===== src/rtl/simon_pkg.sv =====
// Shared types and constants for the Simon game engine: FSM states, LCD status
// codes and the win/lose effect note tables.
package simon_pkg;

    typedef enum logic [3:0] {
        S_IDLE,
        S_ARM,
        S_PLAY_TONE,
        S_PLAY_GAP,
        S_WAIT_IN,
        S_HELD,
        S_CHECK,
        S_WIN_FX,
        S_LOSE_FX,
        S_DONE
    } state_e;

    localparam logic [3:0] SC_IDLE = 4'd0;
    localparam logic [3:0] SC_ARM  = 4'd1;
    localparam logic [3:0] SC_PLAY = 4'd2;
    localparam logic [3:0] SC_IN   = 4'd3;
    localparam logic [3:0] SC_WIN  = 4'd4;
    localparam logic [3:0] SC_LOSE = 4'd5;
    localparam logic [3:0] SC_DONE = 4'd6;

    // Effect notes in play order: element [0] sounds first.
    localparam logic [2:0][2:0] FX_WIN  = {3'd6, 3'd5, 3'd4};
    localparam logic [2:0][2:0] FX_LOSE = {3'd1, 3'd2, 3'd3};

    function automatic int max2(int a, int b);
        return (a > b) ? a : b;
    endfunction

    function automatic logic [3:0] state_code_of(state_e s);
        case (s)
            S_IDLE:                     return SC_IDLE;
            S_ARM:                      return SC_ARM;
            S_PLAY_TONE, S_PLAY_GAP:    return SC_PLAY;
            S_WAIT_IN, S_HELD, S_CHECK: return SC_IN;
            S_WIN_FX:                   return SC_WIN;
            S_LOSE_FX:                  return SC_LOSE;
            S_DONE:                     return SC_DONE;
            default:                    return SC_IDLE;
        endcase
    endfunction

endpackage


===== src/rtl/simon_core_n_seq_mem.sv =====
// Sequence RAM: seed write at address 0 or append at address len; the playback
// read port is write-first so a freshly seeded value is visible the same cycle.
module simon_seq_mem
    import simon_pkg::*;
#(
    parameter int BW = 2,
    parameter int LW = 6
) (
    input  logic          clk,
    input  logic          seed_we,
    input  logic          app_we,
    input  logic [LW-1:0] len,
    input  logic [BW-1:0] wdata,
    input  logic [LW-1:0] chk_addr,
    output logic [BW-1:0] chk_data,
    input  logic [LW-1:0] play_addr,
    output logic [BW-1:0] play_data
);
    localparam int DEPTH = 1 << LW;

    logic [BW-1:0] mem [DEPTH];
    logic          wr_en;
    logic [LW-1:0] wr_addr;

    assign wr_en   = seed_we | app_we;
    assign wr_addr = seed_we ? '0 : len;

    always_ff @(posedge clk) begin
        if (wr_en) mem[wr_addr] <= wdata;
    end

    assign chk_data  = mem[chk_addr];
    assign play_data = (wr_en && wr_addr == play_addr) ? wdata : mem[play_addr];

endmodule


===== src/rtl/simon_core_n.sv =====
// Simon game engine for NUM_BTNS buttons. Define SIMON_TIMEOUT_EN to make an
// idle WAIT_IN lose the game after TIMEOUT_CYC clocks.
module simon_core_n
    import simon_pkg::*;
#(
    parameter int NUM_BTNS       = 4,
    parameter int MAX_LEN        = 32,
    parameter int TONE_CYC       = 37500000,
    parameter int GAP_CYC        = 12500000,
    parameter int FX_CYC         = 25000000,
    parameter int TIMEOUT_CYC    = 250000000,
    parameter int SPEEDUP_ROUNDS = 8,
    localparam int BW            = $clog2(NUM_BTNS)
) (
    input  logic                clk,
    input  logic                reset,
    input  logic [NUM_BTNS-1:0] btn_held,
    input  logic                start,
    input  logic                replay,
    input  logic [7:0]          rand_in,
    output logic                tone_en,
    output logic                tone_fx,
    output logic [BW:0]         tone_idx,
    output logic                led_en,
    output logic [BW-1:0]       led_idx,
    output logic [7:0]          score,
    output logic [3:0]          state_code,
    output logic                game_over
);
    localparam int TW      = BW + 1;
    localparam int LW      = $clog2(MAX_LEN + 1);
    localparam int MAX_CYC = max2(max2(TONE_CYC, GAP_CYC), max2(FX_CYC, TIMEOUT_CYC));
    localparam int CW      = $clog2(MAX_CYC + 1);
    localparam logic [CW-1:0] TONE_L  = CW'(TONE_CYC);
    localparam logic [CW-1:0] GAP_END = CW'(GAP_CYC - 1);
    localparam logic [CW-1:0] FX_END  = CW'(FX_CYC - 1);
    localparam logic [LW-1:0] LEN_MAX = LW'(MAX_LEN);
`ifdef SIMON_TIMEOUT_EN
    localparam logic [CW-1:0] TO_END  = CW'(TIMEOUT_CYC - 1);
`endif

    state_e        state_q, state_d;
    logic [CW-1:0] cnt_q, cnt_d, cnt_inc, tone_len;
    logic [LW-1:0] rd_ptr_q, rd_ptr_d, rd_nxt, len_q, len_d;
    logic [7:0]    score_q, score_d, spd;
    logic [1:0]    fx_ph_q, fx_ph_d, shift, note_sel;
    logic [BW-1:0] lat_q, lat_d, btn_idx, chk_data, play_data;
    logic          seed_we, app_we, btn_one, btn_multi;

    logic          tone_en_q, tone_en_d, tone_fx_q, tone_fx_d;
    logic [TW-1:0] tone_idx_q, tone_idx_d;
    logic          led_en_q, led_en_d, game_over_q, game_over_d;
    logic [BW-1:0] led_idx_q, led_idx_d;
    logic [3:0]    state_code_q, state_code_d;

    simon_seq_mem #(.BW(BW), .LW(LW)) u_mem (
        .clk       (clk),
        .seed_we   (seed_we),
        .app_we    (app_we),
        .len       (len_q),
        .wdata     (BW'(rand_in)),
        .chk_addr  (rd_ptr_q),
        .chk_data  (chk_data),
        .play_addr (rd_ptr_d),
        .play_data (play_data)
    );

    assign cnt_inc   = cnt_q + 1'b1;
    assign rd_nxt    = rd_ptr_q + 1'b1;
    assign btn_one   = (btn_held != '0) && ((btn_held & (btn_held - 1'b1)) == '0);
    assign btn_multi = (btn_held != '0) && !btn_one;
    assign spd       = score_q / 8'(SPEEDUP_ROUNDS);
    assign shift     = (spd >= 8'd2) ? 2'd2 : 2'(spd);
    assign tone_len  = TONE_L >> shift;

    always_comb begin
        btn_idx = '0;
        for (int i = 0; i < NUM_BTNS; i++)
            if (btn_held[i]) btn_idx = BW'(i);
    end

    always_comb begin
        state_d  = state_q;
        cnt_d    = cnt_q;
        rd_ptr_d = rd_ptr_q;
        len_d    = len_q;
        score_d  = score_q;
        fx_ph_d  = fx_ph_q;
        lat_d    = lat_q;
        seed_we  = 1'b0;
        app_we   = 1'b0;
        case (state_q)
            S_IDLE: if (start) begin
                score_d = '0;
                len_d   = '0;
                state_d = S_ARM;
            end
            // The release instant samples rand_in, so hold time seeds the game.
            S_ARM: if (!start) begin
                seed_we  = 1'b1;
                len_d    = LW'(1);
                rd_ptr_d = '0;
                cnt_d    = '0;
                state_d  = S_PLAY_TONE;
            end
            S_PLAY_TONE: begin
                if (cnt_q == tone_len - 1'b1) begin
                    cnt_d   = '0;
                    state_d = S_PLAY_GAP;
                end else cnt_d = cnt_inc;
            end
            S_PLAY_GAP: begin
                if (cnt_q == GAP_END) begin
                    cnt_d = '0;
                    if (rd_nxt == len_q) begin
                        rd_ptr_d = '0;
                        state_d  = S_WAIT_IN;
                    end else begin
                        rd_ptr_d = rd_nxt;
                        state_d  = S_PLAY_TONE;
                    end
                end else cnt_d = cnt_inc;
            end
            S_WAIT_IN: begin
                cnt_d = '0;
                if (btn_multi) begin
                    fx_ph_d = '0;
                    state_d = S_LOSE_FX;
                end else if (btn_one) begin
                    lat_d   = btn_idx;
                    state_d = S_HELD;
                end else if (replay && rd_ptr_q == '0) begin
                    state_d = S_PLAY_TONE;
`ifdef SIMON_TIMEOUT_EN
                end else if (cnt_q == TO_END) begin
                    fx_ph_d = '0;
                    state_d = S_LOSE_FX;
                end else begin
                    cnt_d = cnt_inc;
`endif
                end
            end
            S_HELD: if (btn_held == '0) state_d = S_CHECK;
            S_CHECK: begin
                if (lat_q != chk_data) begin
                    fx_ph_d = '0;
                    state_d = S_LOSE_FX;
                end else if (rd_nxt < len_q) begin
                    rd_ptr_d = rd_nxt;
                    state_d  = S_WAIT_IN;
                end else state_d = S_WIN_FX;
            end
            S_WIN_FX: begin
                if (cnt_q == FX_END) begin
                    cnt_d   = '0;
                    fx_ph_d = fx_ph_q + 1'b1;
                    if (fx_ph_q == 2'd3) begin
                        score_d  = (score_q == 8'hFF) ? score_q : score_q + 1'b1;
                        rd_ptr_d = '0;
                        if (len_q == LEN_MAX) begin
                            lat_d   = '0;
                            state_d = S_DONE;
                        end else begin
                            app_we  = 1'b1;
                            len_d   = len_q + 1'b1;
                            state_d = S_PLAY_TONE;
                        end
                    end
                end else cnt_d = cnt_inc;
            end
            S_LOSE_FX: begin
                if (cnt_q == FX_END) begin
                    cnt_d   = '0;
                    fx_ph_d = fx_ph_q + 1'b1;
                    if (fx_ph_q == 2'd3) state_d = S_IDLE;
                end else cnt_d = cnt_inc;
            end
            S_DONE: begin
                if (start) begin
                    score_d = '0;
                    len_d   = '0;
                    cnt_d   = '0;
                    state_d = S_ARM;
                end else if (cnt_q == FX_END) begin
                    cnt_d = '0;
                    lat_d = lat_q + 1'b1;
                end else cnt_d = cnt_inc;
            end
            default: state_d = S_IDLE;
        endcase
    end

    // Outputs decode the next state so they line up with state_q after the edge.
    always_comb begin
        tone_en_d    = 1'b0;
        tone_fx_d    = 1'b0;
        tone_idx_d   = '0;
        led_en_d     = 1'b0;
        led_idx_d    = '0;
        game_over_d  = 1'b0;
        state_code_d = state_code_of(state_d);
        note_sel     = fx_ph_d - 2'd1;
        case (state_d)
            S_PLAY_TONE: begin
                tone_en_d  = 1'b1;
                led_en_d   = 1'b1;
                tone_idx_d = TW'(play_data);
                led_idx_d  = play_data;
            end
            S_HELD: begin
                tone_en_d  = 1'b1;
                led_en_d   = 1'b1;
                tone_idx_d = TW'(lat_d);
                led_idx_d  = lat_d;
            end
            S_WIN_FX: if (fx_ph_d != 2'd0) begin
                tone_en_d  = 1'b1;
                tone_fx_d  = 1'b1;
                tone_idx_d = TW'(FX_WIN[note_sel] - 3'd4);
            end
            S_LOSE_FX: begin
                game_over_d = 1'b1;
                if (fx_ph_d != 2'd0) begin
                    tone_en_d  = 1'b1;
                    tone_fx_d  = 1'b1;
                    tone_idx_d = TW'(FX_LOSE[note_sel]);
                end
            end
            S_DONE: begin
                game_over_d = 1'b1;
                led_en_d    = 1'b1;
                led_idx_d   = lat_d;
            end
            default: ;
        endcase
    end

    always_ff @(posedge clk or posedge reset) begin
        if (reset) begin
            state_q      <= S_IDLE;
            cnt_q        <= '0;
            rd_ptr_q     <= '0;
            len_q        <= '0;
            score_q      <= '0;
            fx_ph_q      <= '0;
            lat_q        <= '0;
            tone_en_q    <= 1'b0;
            tone_fx_q    <= 1'b0;
            tone_idx_q   <= '0;
            led_en_q     <= 1'b0;
            led_idx_q    <= '0;
            game_over_q  <= 1'b0;
            state_code_q <= '0;
        end else begin
            state_q      <= state_d;
            cnt_q        <= cnt_d;
            rd_ptr_q     <= rd_ptr_d;
            len_q        <= len_d;
            score_q      <= score_d;
            fx_ph_q      <= fx_ph_d;
            lat_q        <= lat_d;
            tone_en_q    <= tone_en_d;
            tone_fx_q    <= tone_fx_d;
            tone_idx_q   <= tone_idx_d;
            led_en_q     <= led_en_d;
            led_idx_q    <= led_idx_d;
            game_over_q  <= game_over_d;
            state_code_q <= state_code_d;
        end
    end

    assign tone_en    = tone_en_q;
    assign tone_fx    = tone_fx_q;
    assign tone_idx   = tone_idx_q;
    assign led_en     = led_en_q;
    assign led_idx    = led_idx_q;
    assign score      = score_q;
    assign state_code = state_code_q;
    assign game_over  = game_over_q;

endmodule

===== config.mk =====
export PLATFORM = sky130hd
export DESIGN_NAME = simon_core_n
export DESIGN_NICKNAME = d
export VERILOG_FILES = /design/src/rtl/simon_pkg.sv /design/src/rtl/simon_core_n_seq_mem.sv /design/src/rtl/simon_core_n.sv
export SDC_FILE = /design/constraint.sdc
export NUM_CORES = 1
export LEC_CHECK = 0
export ABC_CLOCK_PERIOD_IN_PS = 10100
export CORE_AREA = 10 10 181 183
export DETAILED_ROUTE_END_ITERATION = 10
export DIE_AREA = 0 0 191 193
export DONT_BUFFER_PORTS = 1
export HOLD_SLACK_MARGIN = 0.03
export REMOVE_ABC_BUFFERS = 1
export SYNTH_ARGS = -nofsm -noshare
export SYNTH_HDL_FRONTEND = slang
export SYNTH_SLANG_ARGS = --single-unit

===== constraint.sdc =====
create_clock -name clk -period 10.1 [get_ports clk]
set_input_delay 2.525 -clock clk [delete_from_list [all_inputs] [get_ports clk]]
set_output_delay 2.525 -clock clk [all_outputs]
set_load 0.05 [all_outputs]

### After elaboration in Yosys (flattened, before gate mapping)

Memories as Yosys holds them, arrays and structs flattened. A register that Yosys moved wholly into a read port is not among the register bits.
Cells that the tools add are included.

| word-level totals | value |
|---|---|
| word-level logic and storage cells | 166 |
| output and inout bits | 21 |
| memories kept | 2 |
| bits in latches | 0 |
| memory bits (read-only) | 48 |
| bits of input ports | 16 |
| RAM bits | 128 |
| bits in registers | 69 |

Memory list:

| name | words | width | read ports | clocked after memory_dff | write ports | RTL line | source |
|---|---|---|---|---|---|---|---|
| u_mem.mem | 64 | 2 | 2 | 0 | 1 | simon_core_n_seq_mem.sv:21 | `logic [BW-1:0] mem [DEPTH];` |
| (no name shown) | 16 | 3 | 1 | 1 | 0 | simon_pkg.sv:35 | `case (s)` |

| cells by class | value |
|---|---|
| multipliers | 0 |
| multiplexer cells | 81 |
| divide/modulo/power cells | 0 |
| shifts and indexed selects | 1 |
| bitwise gates (word level) | 2 |
| equal/unequal tests | 29 |
| add/sub/neg operators | 10 |
| reductions and logical operators | 24 |
| order comparisons | 3 |

Operators by type and width:

| kind | count |
|---|---|
| $pmux 28 s6 | 1 |
| $mux 28 | 5 |
| $mux 6 | 13 |
| $mux 4 | 14 |
| $pmux 4 s9 | 1 |
| $mux 8 | 4 |
| $mux 2 | 15 |
| $add 28x1->28 const B | 1 |
| $eq 28x24->1 const B | 1 |
| $eq 28x25->1 const B | 1 |
| $eq 28x28->1 | 1 |
| $shr 26x2->28 const A | 1 |
| $sub 28x1->28 const B | 1 |
| $eq 4x3->1 const B | 6 |
| $pmux 6 s4 | 1 |
| $pmux 6 s3 | 1 |
| $eq 4x4->1 const B | 4 |
| $pmux 8 s2 | 1 |
| $mux 3 | 5 |
| $mux 1 | 13 |
| $add 6x1->6 const B | 2 |
| $bmux 3 s2 | 2 |
| $eq 4x2->1 const B | 3 |
| $eq 6x6->1 | 2 |
| other kinds (34) | 51 |

### Longest topological paths before layout

| logic depth | value |
|---|---|
| word-level depth | 14 |
| mapped depth | 23 |
| gate-level depth less buffers | 18 |

### Hierarchy

Synthesis repeated with hierarchy kept, for this count alone.

| unflattened totals | value |
|---|---|
| cell total of the unflattened synthesis | 1016 |
| area total of the unflattened synthesis | 11494.8 um^2 |

By module, submodules not included:

| module | sequential area each (um^2) | cells each | area an instance (um^2) | times used |
|---|---|---|---|---|
| simon_seq_mem | 3843.7 | 439 | 6645.1 | 1 |
| simon_core_n | 1701.6 | 577 | 4849.7 | 1 |

### Worst setup path before layout

OpenSTA, ideal clock, no wires.

| timing path | value |
|---|---|
| path type | input port to flip-flop |
| start point | input port start |
| end point | register led_idx_q[0] (netlist: led_idx[0]) |
| data required time | 9.959 ns |
| path buffers | 1 |
| stages on the path | 12 |
| data arrival time | 5.180 ns |
| setup slack | 4.779 ns |
| library setup time | 0.141 ns |
| cells stage by stage | inv_1 nand2_1 o311a_1 a211oi_2 or4b_4 a32o_1 buf_2 mux2i_1 mux2_2 a32o_1 a2111oi_4 o221ai_1 |

| on the way | value |
|---|---|
| longest elaborated chain between the ends | 7 |
| elaborated cells between the ends (all ways) | 20 |
| those cells by class | eq/ne: 4; mux: 12; bitwise: 1; reduce/logical: 2; memory: 1 |

RTL lines:

| what | RTL line | source |
|---|---|---|
| start: declaration | simon_core_n.sv:18 | `input logic start,` |
| parallel branches: the longest is 6 deep, another holds $mem_v2 64x2 | -- |  |
| $pmux 2 s2 * | simon_core_n.sv:203 | `case (state_d)` |
| net led_idx_d[0] | simon_core_n.sv:53 | `logic [BW-1:0] led_idx_q, led_idx_d;` |
| end signal: assignment | simon_core_n.sv:266 | `led_idx_q <= led_idx_d;` |
| end: declaration | simon_core_n.sv:53 |  |

Mark *: on every way through the listed nets, which the timed path passes.
A chain may end at the register's enable or synchronous reset.

### Final worst setup path

| timing path | value |
|---|---|
| start point | register rd_ptr_q[0] |
| end point | register tone_idx_q[0] (netlist: tone_idx[0]) |

| on the way | value |
|---|---|
| longest elaborated chain between the ends | 10 |
| elaborated cells between the ends (all ways) | 42 |
| those cells by class | add/sub: 3; order compare: 1; eq/ne: 7; mux: 26; reduce/logical: 4; memory: 1 |

RTL lines:

| what | RTL line | source |
|---|---|---|
| start: declaration | simon_core_n.sv:44 | `logic [LW-1:0] rd_ptr_q, rd_ptr_d, rd_nxt, len_q, len_d;` |
| start signal: assignment | simon_core_n.sv:257 | `rd_ptr_q <= rd_ptr_d;` |
| $mem_v2 64x2 | -- |  |
| $ne 2x2->1 | simon_core_n.sv:145 | `if (lat_q != chk_data) begin` |
| $mux 2 | simon_core_n.sv:145 |  |
| $pmux 2 s3 | simon_core_n.sv:92 | `case (state_q)` |
| $sub 2x1->2 | simon_core_n.sv:202 | `note_sel = fx_ph_d - 2'd1;` |
| $bmux 3 s2 | simon_core_n.sv:219 | `tone_idx_d = TW'(FX_WIN[note_sel] - 3'd4);` |
| $mux 3 (not written as such) | simon_core_n.sv:219 |  |
| $sub 3x3->3 | simon_core_n.sv:219 |  |
| $mux 3 | simon_core_n.sv:216 | `S_WIN_FX: if (fx_ph_d != 2'd0) begin` |
| $pmux 3 s4 * | simon_core_n.sv:203 |  |
| net tone_idx_d[0] | simon_core_n.sv:51 | `logic [TW-1:0] tone_idx_q, tone_idx_d;` |
| end signal: assignment | simon_core_n.sv:264 | `tone_idx_q <= tone_idx_d;` |
| end: declaration | simon_core_n.sv:51 |  |

The timed path passes the listed nets; every way through them passes the cells marked *. The select of a mux whose other input is x is not followed.

==> key figures <==
Outcome
  • Outcome: complete, no violations

Cells and area
  • Commonest non-fill, non-tap cell in the layout: edfxtp_1
  • Area growth syn-to-layout: 7.73%
  • Nets: 1110
  • Layout cell share with drive strength beyond 1: 7.57%
  • Most frequent cells in the layout: edfxtp_1 (128), mux2i_1 (118), nor2_1 (117), nand2_1 (106), dfrtp_1 (66)
  • Final Cell Area: 0.0124 mm²

Clock network
  • CTS Buf Count: 17
  • CTS Hold Buffers Added: 0
  • Post-CTS Setup Bufs: 0
  • CTS root buf: clkbuf_16
  • Clock Tree Buf Depth: 2
  • H-tree depth: 4
  • Skew-Pair Late Insertion Delay: 0.45 ns
  • Worst-path clk slew: 0.07 ns
  • Clock sink count: 196
  • Post-CTS sizing: 0
  • CTS tree: yes

Route
  • Via-per-instance ratio: 5.91
  • Final wirelength: 32600 µm
  • Drt first-iter violations: 856
  • Vias: 8714
  • WL/cell: 22.1 µm
  • Drc violations: 0
  • Final ANT Viol Nets: 0
  • Pre-antenna DRT Iters: 5

Synthesis
  • Synth Instances: 1095
  • Post-synthesis cell type count: 83
  • Sequential fraction of the synthesis area: 48.3%
  • Async set-reset flop share out of synthesis: 34.7%
  • EDFF count, synth: 128
  • Synth warn: 0
  • Synthesized flop and latch total: 196
  • Post-Syn Area: 0.0115 mm²
  • Mean Syn Cell Area: 10.5 µm²
  • Ys flop type: edfxtp_1

STA
  • Worst slew pin tran: 0.973 ns
  • Skew final: 0.0167 ns
  • Worst Setup Slack, final: 4.13 ns
  • Period minus WS final: 5.97 ns
  • Crit share post-route: 59.1%
  • Worst hold slack: 0.488 ns
  • Slew margin rel.: 34.9%
  • Fmax: 0.168 GHz
  • Slew Limit Fails: 0
  • Hold Vio Cnt, Final: 0
  • RSZ-0062 raised after global routing: false
  • Final setup vio count: 0
  • Setup total negative slack: 0 ns

Global routing
  • Vias in the first global route: 8600
  • Grt total ovfl: 0
  • GR Util All Layers: 17.7%
  • Antenna violations before repair: 0
  • Grt peak-use layer: met2
  • Largest net degree at the start of global routing: 69
  • Global Route met1 Usage: 22.8%
  • Global-route wire length before repair: 50100 µm
  • Met2 GRT Util: 28.1%
  • M3 GR Usage: 4.59%

Floorplan
  • Full die area: 0.0369 mm²
  • Initial Util: 39.3%
  • FP Rows: 63
  • Core area: 0.0292 mm²
  • Die W: 191 µm
  • IO Count: 37
  • Die Span Y: 193 µm

Placed design
  • HPWL after detailed placement: 22500 µm
  • IO buf count: 0
  • Post-Place Setup Slack: 3.99 ns
  • RePlAce Congestion: 0.908
  • Placed Instance Area: 0.0118 mm²

Power
  • Reg power frac: 50.8%
  • Clock power frac: 34.4%
  • Power Dens Cells: 162 mW/mm²
  • Leakage power: 0.00424 µW
  • Combinational share of power: 14.9%
  • VDD IR max: 0.144 mV
  • Switching share of power: 33.2%
  • Switch Pwr: 667 µW
  • Internal power: 1340 µW

Setup path
  • Arrival time worst endpoint: 6.32 ns
  • WS Path Type: flop to flop
  • Worst path cell trace: buf_4, inv_1, ha_1, ha_1, nor2b_1, o21a_1, o21a_1, o21bai_1, nand3_1, o31ai_2, a32o_1, buf_4, nand2_1, o221ai_1, o21ai_0, and3_1, or4_1, o211ai_1
  • Worst Setup End Kind: flop
  • Worst path required time: 10.45 ns
  • CP startpoint kind: flop
  • Buf/Inv on CP: 3
  • Critical Path Max Stage Delay: 0.65 ns
  • Family with the most delay on the worst path: compound AO/OA/AOI/OAI gates
  • CP max stage cell: buf_4
  • Maximum fanout along the worst path: 49

Worst hold path
  • Worst hold path type: flop to flop

Run
  • Max-cap viol count: 0
==> cell usage after synthesis (all sizes together) (20+ instances only) <==
library cell  instances  area [µm²]
nand3                41         205
mux2i               118        1180
dfrtp                68        1700
o21ai                61         305
inv                  34         130
a21oi                32         164
and3                 20         125
nor2                118         445
nor3                 30         150
nand2               106         398
clkbuf               29         109
edfxtp              128        3840
ha                   24         300
nand4                21         131
buf                  28         183
==> layer usage <==
layer | share of wire [%] | wire [µm] | vias to the layer above
li1 | - | - | 4052
met1 | 43 | 14000 | 4301
met5 | 0 | 0 | -
met2 | 47 | 15200 | 312
met4 | 2.9 | 940 | 0
met3 | 7.5 | 2440 | 49
==> state kept, by name, summed over array words and instances, names as in the netlist <==
register / count
lat_q: 2
u_mem.mem: 128
score: 8
tone_idx: 3
game_over: 1
len_q: 6
fx_ph_q: 2
tone_en: 1
state_code: 3
rd_ptr_q: 6
led_en: 1
cnt_q: 28
led_idx: 2
tone_fx: 1
state_q: 4
==> power by group through the flow <==
stage	clock [µW]	sequential, µW	combinational (µW)
global placement	0	1040	292
CTS	698	1020	298
finish	690	1020	299
floorplan	0	1020	207
detailed placement	0	1040	295
global route	728	1030	341
==> worst reg2reg max path, delay by kind of cell (launching register included) <==
| kind | cells | cell delay (ns) |
|---|---|---|
| AOI/OAI and AO/OA | 8 | 2.04 |
| DFF | 1 | 0.34 |
| adders and majority gates | 2 | 0.74 |
| and+or+nand+nor | 5 | 1.39 |
| buffers and inverters | 3 | 1.35 |
==> metrics by stage <==
step           util [%]  std cells  total power, µW
2_1_floorplan         -       1038             1230
3_3_place_gp       40.3       1441             1330
3_5_place_dp       40.3       1441             1330
4_1_cts            42.3       1473             2020
5_1_grt            42.3       1473             2100
6_report           42.3       1474             2010
==> kinds of logic (layout without fill, tap and decap cells) <==
kind of cell               Yosys count  after routing  synth area share, %
and+or+nand+nor                    403            403                 16.8
AOI/OAI and AO/OA                  210            210                 12.8
DFF                                196            196                 48.3
muxes                              139            139                 13.4
buffers and inverters               92             80                 3.71
xor gates and xnor gates            30             30                 2.29
adders and majority gates           24             24                 2.62
other                                1              2               0.0327
==> area by class of cell <==
cell class	instances	area (µm²)
Timing Repair Buffer	13	97.6
Clock inverter	14	158
Clock buffer	18	429
Fill cell	2776	16900
Antenna cell	1	2.50
Sequential cell	196	5550
Inverter	35	134
Tap cell	390	488
Multi-Input combinational cell	807	5510
==> worst paths after layout <==
path / slack (ns) / start / to / cells after the start
max: 4.13 / rd_ptr_q[0] / tone_idx[0] / 18
min reg2reg: 0.49 / cnt_q[27] / cnt_q[27] / 1
min: 0.49 / cnt_q[27] / cnt_q[27] / 1
min in group asynchronous: 2.23 / reset / state_code[1] / 2
max reg2reg: 4.13 / rd_ptr_q[0] / tone_idx[0] / 18
max in group asynchronous: 7.24 / reset / rd_ptr_q[0] / 2
Note: power is estimated with default switching activity, not from simulation.
